### config.mk
export PLATFORM = sky130hd
export DESIGN_NAME = acc_drain_fifo
export DESIGN_NICKNAME = d
export VERILOG_FILES = /design/src/rtl/acc_drain_fifo.sv
export SDC_FILE = /design/constraint.sdc
export NUM_CORES = 1
export LEC_CHECK = 0
export BUFFER_PORTS_ARGS = -buffer_cell sky130_fd_sc_hd__buf_2
export CORE_MARGIN = 10
export CORE_UTILIZATION = 30
export DETAILED_ROUTE_END_ITERATION = 6
export SKIP_LAST_GASP = 1
export SYNTH_ARGS = -nofsm -noshare
export SYNTH_HDL_FRONTEND = slang
export SYNTH_SLANG_ARGS = --single-unit
### constraint.sdc
create_clock -name clk -period 3.1 [get_ports clk]
set_input_delay 0.31 -clock clk [delete_from_list [all_inputs] [get_ports clk]]
set_output_delay 0.31 -clock clk [all_outputs]
set_load 0.01 [all_outputs]
### src/rtl/acc_drain_fifo.sv
// acc_drain_fifo: read-side companion to the 16-bit accumulator register.
// Captures every value the CPU writes into the accumulator and buffers it in a
// small FIFO. A downstream consumer drains the FIFO through a valid/ready
// handshake. The block never stalls the CPU. A write that arrives while the
// FIFO is full is discarded and recorded in the sticky overflow flag.
//
// All state changes on the falling edge of clk, matching the accumulator.
//
// Optional feature: define ACC_DRAIN_OVF_CNT_EN to add an 8-bit saturating
// drop counter on port drop_cnt. In that build, overflow is derived from the
// counter.
//
// DEPTH must be a power of two (minimum 2). CNT_W must be log2(DEPTH)+1.
module acc_drain_fifo #(
    parameter int DATA_W = 16,
    parameter int DEPTH  = 4,
    parameter int CNT_W  = 3
) (
    input  logic              clk,
    input  logic              rst,
    input  logic              wr_en,
    input  logic [DATA_W-1:0] in,
    output logic [DATA_W-1:0] out,
    output logic              out_valid,
    input  logic              out_ready,
    output logic              full,
    output logic [CNT_W-1:0]  count,
`ifdef ACC_DRAIN_OVF_CNT_EN
    output logic              overflow,
    output logic [7:0]        drop_cnt
`else
    output logic              overflow
`endif
);

    localparam int PTR_W = (DEPTH > 1) ? $clog2(DEPTH) : 1;

    logic [DATA_W-1:0] mem [DEPTH];
    logic [PTR_W-1:0]  rptr;
    logic [PTR_W-1:0]  wptr;
    logic              pop;
    logic              push;
    logic              drop;

    // Handshake decode. A pop at full frees a slot, so a push on the same
    // edge is still accepted. Pops need out_valid, so an empty FIFO never
    // bypasses a push straight through to the consumer.
    always_comb begin
        out_valid = (count != '0);
        full      = (count == CNT_W'(DEPTH));
        pop       = out_valid && out_ready;
        push      = wr_en && (!full || pop);
        drop      = wr_en && full && !pop;
        out       = out_valid ? mem[rptr] : '0;
    end

    // Storage, pointers and occupancy. Pointers wrap naturally because DEPTH
    // is a power of two. Reset clears every entry, so no stale data survives.
    always_ff @(negedge clk or posedge rst) begin
        if (rst) begin
            rptr  <= '0;
            wptr  <= '0;
            count <= '0;
            for (int i = 0; i < DEPTH; i++) begin
                mem[i] <= '0;
            end
        end else begin
            if (push) begin
                mem[wptr] <= in;
                wptr      <= wptr + PTR_W'(1);
            end
            if (pop) begin
                rptr <= rptr + PTR_W'(1);
            end
            case ({push, pop})
                2'b10:   count <= count + CNT_W'(1);
                2'b01:   count <= count - CNT_W'(1);
                default: count <= count;
            endcase
        end
    end

`ifdef ACC_DRAIN_OVF_CNT_EN
    // Saturating count of dropped writes. The counter is cleared only by reset.
    always_ff @(negedge clk or posedge rst) begin
        if (rst) begin
            drop_cnt <= 8'd0;
        end else if (drop && (drop_cnt != 8'hFF)) begin
            drop_cnt <= drop_cnt + 8'd1;
        end
    end

    assign overflow = (drop_cnt != 8'd0);
`else
    // Sticky drop indicator. It is set on the first discarded write and held
    // until reset.
    always_ff @(negedge clk or posedge rst) begin
        if (rst) begin
            overflow <= 1'b0;
        end else if (drop) begin
            overflow <= 1'b1;
        end
    end
`endif

endmodule

==> results of run 1 <==
-- worst max-delay path by stage --
stage / startpoint / to / slack, ns / cells past startpoint
CTS: rptr[0] / out[0] / -0.55 / 4
global placement: wr_en / count[2] / -0.38 / 6
global route: rptr[0] / out[0] / -0.59 / 4
floorplan: wr_en / count[2] / -0.43 / 6
detailed placement: wr_en / count[2] / -0.41 / 6
finish: rptr[0] / out[0] / -0.53 / 4
-- final cells by class --
class	instances	area [um2]
flip-flops and latches	72	1800
clock inverters	5	57.6
repair buffers	73	588
well taps	140	175
clock buffers	11	233
inverters	8	36.3
multi-input cells	139	1540
fillers	1014	6560
-- cells in the mapped netlist, drive strengths merged (2+ instances only) --
| cell | instances | share of area, % |
|---|---|---|
| ha | 4 | 1.5 |
| and2 | 16 | 2.9 |
| mux4 | 16 | 11 |
| buf | 10 | 1.4 |
| nand3b | 2 | 0.44 |
| o21ai | 2 | 0.29 |
| nor2 | 7 | 1.1 |
| mux2 | 65 | 21 |
| xnor2 | 4 | 1.0 |
| clkbuf | 4 | 0.44 |
| nand2 | 6 | 0.66 |
| inv | 8 | 0.88 |
| dfrtn | 72 | 53 |
-- cells by family (layout without fill, tap and decap cells) --
group | after synthesis | in the layout
compound gates | 9 | 9
xor+xnor | 5 | 5
fa+ha+maj | 5 | 5
buf+inv | 22 | 97
flops | 72 | 72
mux | 81 | 81
simple gates | 39 | 39
-- routing by layer --
layer | global-route usage [%] | routed length [um] | vias to the layer above
met5 | 0 | 0 | -
met4 | 4.62 | 120 | 0
met3 | 2.62 | 276 | 10
met2 | 16.2 | 3700 | 33
met1 | 11.2 | 3210 | 1078
li1 | - | - | 970
-- timing repair --
| action | CTS | global route |
|---|---|---|
| hold buffers | 0 | 0 |
| buffers inserted | 3 | 2 |
| setup endpoints to repair | 19 | 19 |
| pin swaps | 5 | 5 |
| gates resized for setup | 11 | 2 |
| cloned | 0 | 0 |
| hold endpoints to repair | 0 | 0 |
-- metrics by stage --
stage,hold WS [ns],total power (uW),setup slack (ns)
after floorplan,0.436,3300,-0.432
after global placement,0.414,4040,-0.378
after detailed placement,0.424,4110,-0.410
after CTS,0.424,5240,-0.550
after global routing,0.437,5540,-0.592
final,0.416,5150,-0.530
-- state kept, by name, summed over array words and instances, names as in the netlist --
name and flops:
mem 64, count 3, rptr 2, wptr 2
overflow 1
-- power groups by stage --
stage / registers [uW] / clock network (uW) / logic [uW]
after floorplan: 1660 / 0 / 1640
after global placement: 1700 / 0 / 2340
after detailed placement: 1720 / 0 / 2390
after CTS: 1710 / 1030 / 2500
after global routing: 1770 / 1070 / 2700
final: 1700 / 1000 / 2440
==> results.sh, run 1 <==
export IMPL_status="finished, violations left"
export IMPL_violations="setup timing"
export IMPL_drt_iter0_drc=78
export IMPL_endpoint_kind="output pin"
export IMPL_avgSynthCellArea_um2=14.6
export IMPL_finalMaxSlewViolations=0
export IMPL_whs_path_depth=1
export IMPL_first_pass_iters=4
export IMPL_grt_pass1_vias=2350
export IMPL_max_slew_margin_pct=65.5
export IMPL_r2r_slack_ns=0.98
export IMPL_routed_wl_um=7300
export IMPL_yosysWarnings=0
export IMPL_synthDistinctLibCells=32
export IMPL_synth_seq_cells=72
export IMPL_synthAdderAreaFrac_pct=2.06
export IMPL_cts_tree="built"
export IMPL_tns_ns=-7.99
export IMPL_post_dp_cell_area_um2=4050
export IMPL_viasPerCell=4.67
export IMPL_synth_compound_area_share_pct=1.91
export IMPL_syn_inst=233
export IMPL_swShare_pct=30.9
export IMPL_synth_area_um2=3410
export IMPL_die_y_um=127
export IMPL_die_area_um2=16000
export IMPL_cpPeakStageDelay_ns=0.51
export IMPL_synth_edf_count=0
export IMPL_cellPowerDensity_nw_per_um2=1160
export IMPL_htree_levels=3
export IMPL_cp_max_fo=5
export IMPL_reg2regPathDepth=7
export IMPL_dp_hpwl_um=5240
export IMPL_cap_violations=0
export IMPL_final_cell_mix="72 x dfrtn_1, 65 x mux2_2, 38 x buf_2"
export IMPL_synth_ff_type="dfrtn_1"
export IMPL_diodes=0
export IMPL_yosysSeqAreaShare_pct=52.9
export IMPL_clock_sinks=72
export IMPL_grt_start_max_net_pins=25
export IMPL_final_area_um2=4430
export IMPL_finalCoreUtilization_pct=40.3
export IMPL_r2r_end="count[2]"
export IMPL_cp_arrival_ns=3.32
export IMPL_p_switching_uw=1590
export IMPL_clk_pin_slew_ns=0.04
export IMPL_core_um2=11000
export IMPL_worst_hold_startpoint="overflow"
export IMPL_gp_congestion=0.745
export IMPL_synth_top_family_by_area="multiplexers"
export IMPL_gr_usage_all_layers_pct=9.66
export IMPL_pwr_share_comb_pct=47.4
export IMPL_worstMarginPinSlew_ns=0.516
export IMPL_synth_nets=258
export IMPL_pwr_share_clk_pct=19.5
export IMPL_row_count=38
export IMPL_worst_ep_required_time_ns=2.79
export IMPL_critical_path_cell_chain="buf_4 > mux4_2 > and2_1 > buf_2"
export IMPL_critPathTopFamily="multiplexers"
export IMPL_dpl_cell_count=427
export IMPL_hp_class="flip-flop to flip-flop"
export IMPL_synth_mux_area_share_pct=32.0
export IMPL_cts_root_buf="clkbuf_16"
export IMPL_hold_end="overflow"
export IMPL_finalHoldViolations=0
export IMPL_setup_ws_ns=-0.530
export IMPL_peakVddDrop_v=0.000355
export IMPL_routedWlPerCell_um=16.3
export IMPL_synth_async_reset_ratio_pct=100
export IMPL_final_nets=328
export IMPL_vias=2091
export IMPL_grt_ovfl_total=0
export IMPL_setup_violations=17
export IMPL_cts_buffers=9
export IMPL_worst_path_buf_inv=2
export IMPL_fin_skew_ns=0.00443
export IMPL_ant_nets=0
export IMPL_grt_pass1_wl_um=12200
export IMPL_synth_simple_area_share_pct=7.09
export IMPL_critical_path_class="flip-flop to output pin"
export IMPL_cts_path_max_buffers=2
export IMPL_fin_cells=448
export IMPL_antenna_found_initial=0
export IMPL_rsz0062_at_grt="true"
export IMPL_final_common_cell="dfrtn_1"
export IMPL_static_leakage_power_uw=0.00193
export IMPL_initial_core_util_pct=31.0
export IMPL_placement_io_buffers=41
export IMPL_synth_xor_area_share_pct=1.28
export IMPL_area_growth_pct=29.9
export IMPL_drive_gt1_share_pct=58.8
export IMPL_p_seq_share_pct=33.1
export IMPL_r2r_start="count[0]"
export IMPL_io_pins=42
export IMPL_cp_slowest_cell="mux4_2"
export IMPL_clk_latency_ns=0.33
export IMPL_die_x_um=127
export IMPL_remaining_drc_errors=0
export IMPL_intPower_uw=3560
export IMPL_crit_path_start_kind="flip-flop"
(Power assumes the default switching activity.)
==> run 2: changes to the inputs <==
Settings changed: REMOVE_ABC_BUFFERS set to 1.
==> run 2 against run 1 <==
  * The run still ends with setup timing left
  * Sequential share of layout area is 0.87 points lower
  * Register-to-register slack barely moved
  * Global-route usage rose by 0.12 points
  * Largest power group unchanged
  * Clock skew increased by 0.0016 ns
  * First-iteration DRC count rose by 130%
  * Non-clock buffer count decreased by 5
  * Final cell count shrank 1.1%
  * Sequential cell count unchanged
==> results.sh, run 2 (synthesis gave the netlist of run 1 again) <==
export IMPL_status="finished, violations left"
export IMPL_crit_path_start_kind="flip-flop"
export IMPL_cpPeakStageDelay_ns=0.51
export IMPL_row_count=38
export IMPL_area_growth_pct=32.7
export IMPL_hp_class="flip-flop to flip-flop"
export IMPL_worst_ep_required_time_ns=2.79
export IMPL_largest_reg_flops=64
export IMPL_final_common_cell="dfrtn_1"
export IMPL_cts_buffers=9
export IMPL_final_nets=323
export IMPL_endpoint_kind="output pin"
export IMPL_finalCoreUtilization_pct=41.2
export IMPL_viasPerCell=4.67
export IMPL_cp_slowest_cell="mux4_2"
export IMPL_r2r_slack_ns=0.98
export IMPL_drt_iter0_drc=176
export IMPL_grt_ovfl_total=0
export IMPL_cts_tree="built"
export IMPL_reg_top3="mem x64, count x3"
export IMPL_violations="setup timing"
export IMPL_core_um2=11000
export IMPL_worst_path_buf_inv=2
export IMPL_finalMaxSlewViolations=0
export IMPL_antenna_found_initial=0
export IMPL_gr_usage_all_layers_pct=9.78
export IMPL_worst_hold_startpoint="overflow"
export IMPL_fin_cells=443
export IMPL_hold_ws_ns=0.434
export IMPL_die_area_um2=16000
export IMPL_remaining_drc_errors=0
export IMPL_hold_buffers=0
export IMPL_critical_path_cell_chain="buf_8 > mux4_2 > and2_4 > buf_6"
export IMPL_cap_violations=0
export IMPL_gp_congestion=0.738
export IMPL_ant_nets=0
export IMPL_max_slew_margin_pct=62.5
export IMPL_grt_pass1_wl_um=12600
export IMPL_cp_arrival_ns=3.31
export IMPL_vias=2069
export IMPL_die_y_um=127
export IMPL_grt_pass1_vias=2339
export IMPL_cts_path_max_buffers=2
export IMPL_first_pass_iters=4
export IMPL_cp_max_fo=7
export IMPL_die_x_um=127
export IMPL_setup_violations=18
export IMPL_critPathTopFamily="multiplexers"
export IMPL_crit_start="rptr[0]"
export IMPL_tns_ns=-8.09
export IMPL_peakVddDrop_v=0.000534
export IMPL_routed_wl_um=7650
export IMPL_diodes=0
export IMPL_initial_core_util_pct=31.0
export IMPL_cellPowerDensity_nw_per_um2=1250
export IMPL_drive_gt1_share_pct=62.7
export IMPL_htree_levels=3
export IMPL_setup_ws_ns=-0.519
export IMPL_clock_sinks=72
export IMPL_top_register="mem"
export IMPL_io_pins=42
export IMPL_final_cell_mix="72 x dfrtn_1, 65 x mux2_2, 26 x buf_2"
export IMPL_clk_pin_slew_ns=0.04
export IMPL_pre_cts_ws_ns=-0.490
export IMPL_worstMarginPinSlew_ns=0.560
export IMPL_critical_path_class="flip-flop to output pin"
export IMPL_dp_hpwl_um=5010
export IMPL_placement_io_buffers=41
export IMPL_grt_start_max_net_pins=73
export IMPL_static_leakage_power_uw=0.00196
export IMPL_cts_root_buf="clkbuf_16"
export IMPL_routedWlPerCell_um=17.3
export IMPL_dpl_cell_count=422
export IMPL_rsz0062_at_grt="true"
export IMPL_clk_latency_ns=0.33
export IMPL_fin_skew_ns=0.00608
export IMPL_finalHoldViolations=0
export IMPL_r2r_start="count[2]"
[run 2: per-layer routing]
layer | wire length (um) | part of all wire (%) | up-vias | global-route usage, %
met3 | 332 | 4.3 | 2 | 2.96
met2 | 3700 | 48 | 34 | 15.5
met5 | 0 | 0 | - | 0
li1 | - | - | 964 | -
met4 | 19 | 0.25 | 0 | 2.41
met1 | 3590 | 47 | 1069 | 12.8
[run 2: report_power, final]
part / switching (uW) / total, uW / internal (uW)
registers: 247 / 1720 / 1470
clock network: 387 / 1050 / 664
logic: 1070 / 2890 / 1820
[run 2: repair_timing]
action / CTS / global route
gates resized for setup: 28 / 14
setup endpoints to repair: 35 / 19
pin swaps: 19 / 1
setup buffers: 3 / 0
cloned: 2 / 0
[run 2: metrics by stage]
stage | total power (uW) | cell area [um2]
floorplan | 3180 | 3340
global placement | 3990 | 3970
detailed placement | 4070 | 3970
CTS | 5560 | 4460
global route | 6030 | 4520
finish | 5650 | 4520
[run 2: worst reg2reg max path, cell delays in order, from the launching register on]
cell	delay, ns
dfrtn_1	0.42
or3_4	0.22
buf_4	0.13
nand3b_1	0.09
fa_2	0.36
or3b_4	0.38
a32o_1	0.22
a21o_1	0.14
[run 2: layout make-up]
type,count,area [um2]
repair buffers,68,636
clock buffers,11,253
well taps,140,175
fillers,1020,6460
flip-flops and latches,72,1800
multi-input cells,139,1570
clock inverters,5,55.1
inverters,8,30.0
[run 2: final timing paths]
check / endpoint / cells past startpoint
max: out[15] / 4
min: overflow / 1
max reg2reg: count[2] / 7
min reg2reg: overflow / 1
max in group asynchronous: mem[48] / 3
min in group asynchronous: mem[18] / 3
==> run 3: changes to the inputs <==
Settings changed: BUFFER_PORTS_ARGS -buffer_cell sky130_fd_sc_hd__buf_2 to -buffer_cell sky130_fd_sc_hd__clkbuf_2.
==> run 3 against run 2 <==
  * The run still ends with setup timing left
  * Combinational power about the same
  * Clock power about the same
  * Global-route usage is 0.46 points higher
  * Hold slack lost 0.0021 ns
  * Setup slack worse by 0.0048 ns
  * Final area about the same
  * Clock-buffer cell count did not move
  * Routed wire length increased by 1.7%
  * Via count is 2.9% higher
  * Highest routed layer unchanged
  * Non-clock buffer count increased by 1
==> results.sh, run 3 (synthesis gave the netlist of run 1 again) <==
export IMPL_status="finished, violations left"
export IMPL_violations="setup timing"
export IMPL_worst_ep_required_time_ns=2.79
export IMPL_cts_tree="built"
export IMPL_placement_io_buffers=41
export IMPL_tns_ns=-8.11
export IMPL_top_register="mem"
export IMPL_crit_path_start_kind="flip-flop"
export IMPL_gp_congestion=0.745
export IMPL_drive_gt1_share_pct=63.5
export IMPL_core_um2=11000
export IMPL_diodes=0
export IMPL_final_area_um2=4530
export IMPL_finalMaxSlewViolations=0
export IMPL_final_cell_mix="72 x dfrtn_1, 65 x mux2_2, 26 x clkbuf_2"
export IMPL_wl_met2_um=3840
export IMPL_static_leakage_power_uw=0.00197
export IMPL_r2r_start="count[2]"
export IMPL_first_pass_iters=4
export IMPL_finalHoldViolations=0
export IMPL_cp_arrival_ns=3.31
export IMPL_clk_pin_slew_ns=0.04
export IMPL_grt_ovfl_total=0
export IMPL_routed_wl_um=7780
export IMPL_critical_path_cell_chain="buf_8 > mux4_2 > and2_4 > clkbuf_8"
export IMPL_antenna_found_initial=0
export IMPL_reg2regPathDepth=7
export IMPL_totalPowerFinal_uw=5640
export IMPL_max_slew_margin_pct=73.0
export IMPL_routedWlPerCell_um=17.5
export IMPL_die_area_um2=16000
export IMPL_route_met3_wl_um=425
export IMPL_cp_slowest_cell="mux4_2"
export IMPL_grt_pass1_vias=2403
export IMPL_hold_buffers=0
export IMPL_setup_ws_ns=-0.523
export IMPL_clk_latency_ns=0.34
export IMPL_die_x_um=127
export IMPL_cellPowerDensity_nw_per_um2=1250
export IMPL_hp_class="flip-flop to flip-flop"
export IMPL_fin_skew_ns=0.00506
export IMPL_grt_pass1_wl_um=12800
export IMPL_drt_iter0_drc=171
export IMPL_critical_path_class="flip-flop to output pin"
export IMPL_cpPeakStageDelay_ns=0.51
export IMPL_initial_core_util_pct=31.0
export IMPL_final_common_cell="dfrtn_1"
export IMPL_cts_root_buf="clkbuf_16"
export IMPL_top_layer="met4"
export IMPL_cts_path_max_buffers=2
export IMPL_grt_start_max_net_pins=38
export IMPL_io_pins=42
export IMPL_cp_max_fo=8
export IMPL_cap_violations=0
export IMPL_wl_met1_um=3410
export IMPL_viasPerCell=4.80
export IMPL_hold_ws_ns=0.432
export IMPL_finalCoreUtilization_pct=41.2
export IMPL_gr_usage_all_layers_pct=10.2
export IMPL_vias=2130
export IMPL_filler_cell_count=1030
export IMPL_htree_levels=3
export IMPL_crit_start="rptr[0]"
export IMPL_largest_reg_flops=64
export IMPL_crit_path_end="out[7]"
export IMPL_post_dp_cell_area_um2=3980
export IMPL_endpoint_kind="output pin"
export IMPL_worstMarginPinSlew_ns=0.404
export IMPL_cts_buffers=9
export IMPL_die_y_um=127
export IMPL_r2r_end="count[2]"
export IMPL_r2r_slack_ns=0.97
export IMPL_row_count=38
export IMPL_setup_violations=17
export IMPL_rsz0062_at_grt="true"
export IMPL_area_growth_pct=32.9
export IMPL_peakVddDrop_v=0.000608
export IMPL_final_nets=324
export IMPL_ant_nets=0
export IMPL_reg_top3="mem x64, count x3"
export IMPL_clock_sinks=72
export IMPL_remaining_drc_errors=0
export IMPL_dp_hpwl_um=5120
==> run 3: worst min-delay path by stage <==
stage	startpoint	to	slack, ns	depth (start not counted)
2_1_floorplan	mem[16]	mem[16]	0.44	1
3_3_place_gp	overflow	overflow	0.42	1
3_5_place_dp	overflow	overflow	0.44	1
4_1_cts	overflow	overflow	0.44	1
5_1_grt	overflow	overflow	0.45	1
6_report	overflow	overflow	0.43	1
==> run 3: power by group <==
part           internal, uW  total (uW)  switching [uW]
sequential             1470        1720             248
clock                   663        1060             396
combinational          1810        2870            1050
==> run 3: per-stage QoR <==
| stage | setup slack, ns | cells |
|---|---|---|
| after CTS | -0.564 | 443 |
| after global routing | -0.591 | 444 |
| after detailed placement | -0.469 | 422 |
| after floorplan | -0.471 | 219 |
| after global placement | -0.419 | 422 |
| final | -0.523 | 444 |
==> run 3: what timing repair did <==
action                     in CTS  in global routing
gates cloned                    1                  0
buffers inserted                4                  2
pin swaps                      19                  3
gates resized for setup        22                 32
setup endpoints to repair      19                 19
==> run 3: area by class of cell <==
cell class	count	area, um2	area share [%]
Sequential cell	72	1800	39.8
Multi-Input combinational cell	139	1570	34.7
Timing Repair Buffer	69	639	14.1
Clock buffer	11	253	5.58
Tap cell	140	175	3.87
Clock inverter	5	55.1	1.22
Inverter	8	32.5	0.718
==> run 3: critical path, delay by kind of cell, from the launching register on <==
kind                   cells  cell delay [ns]
buffers and inverters      2             0.30
muxes                      1             0.51
DFF                        1             0.45
and+or+nand+nor            1             0.15
==> run 3: routing by layer <==
metal  up-vias  track usage [%]
li1        962                -
met1      1119             12.4
met2        39             16.1
met3        10             4.29
met4         0             3.55
met5         -                0
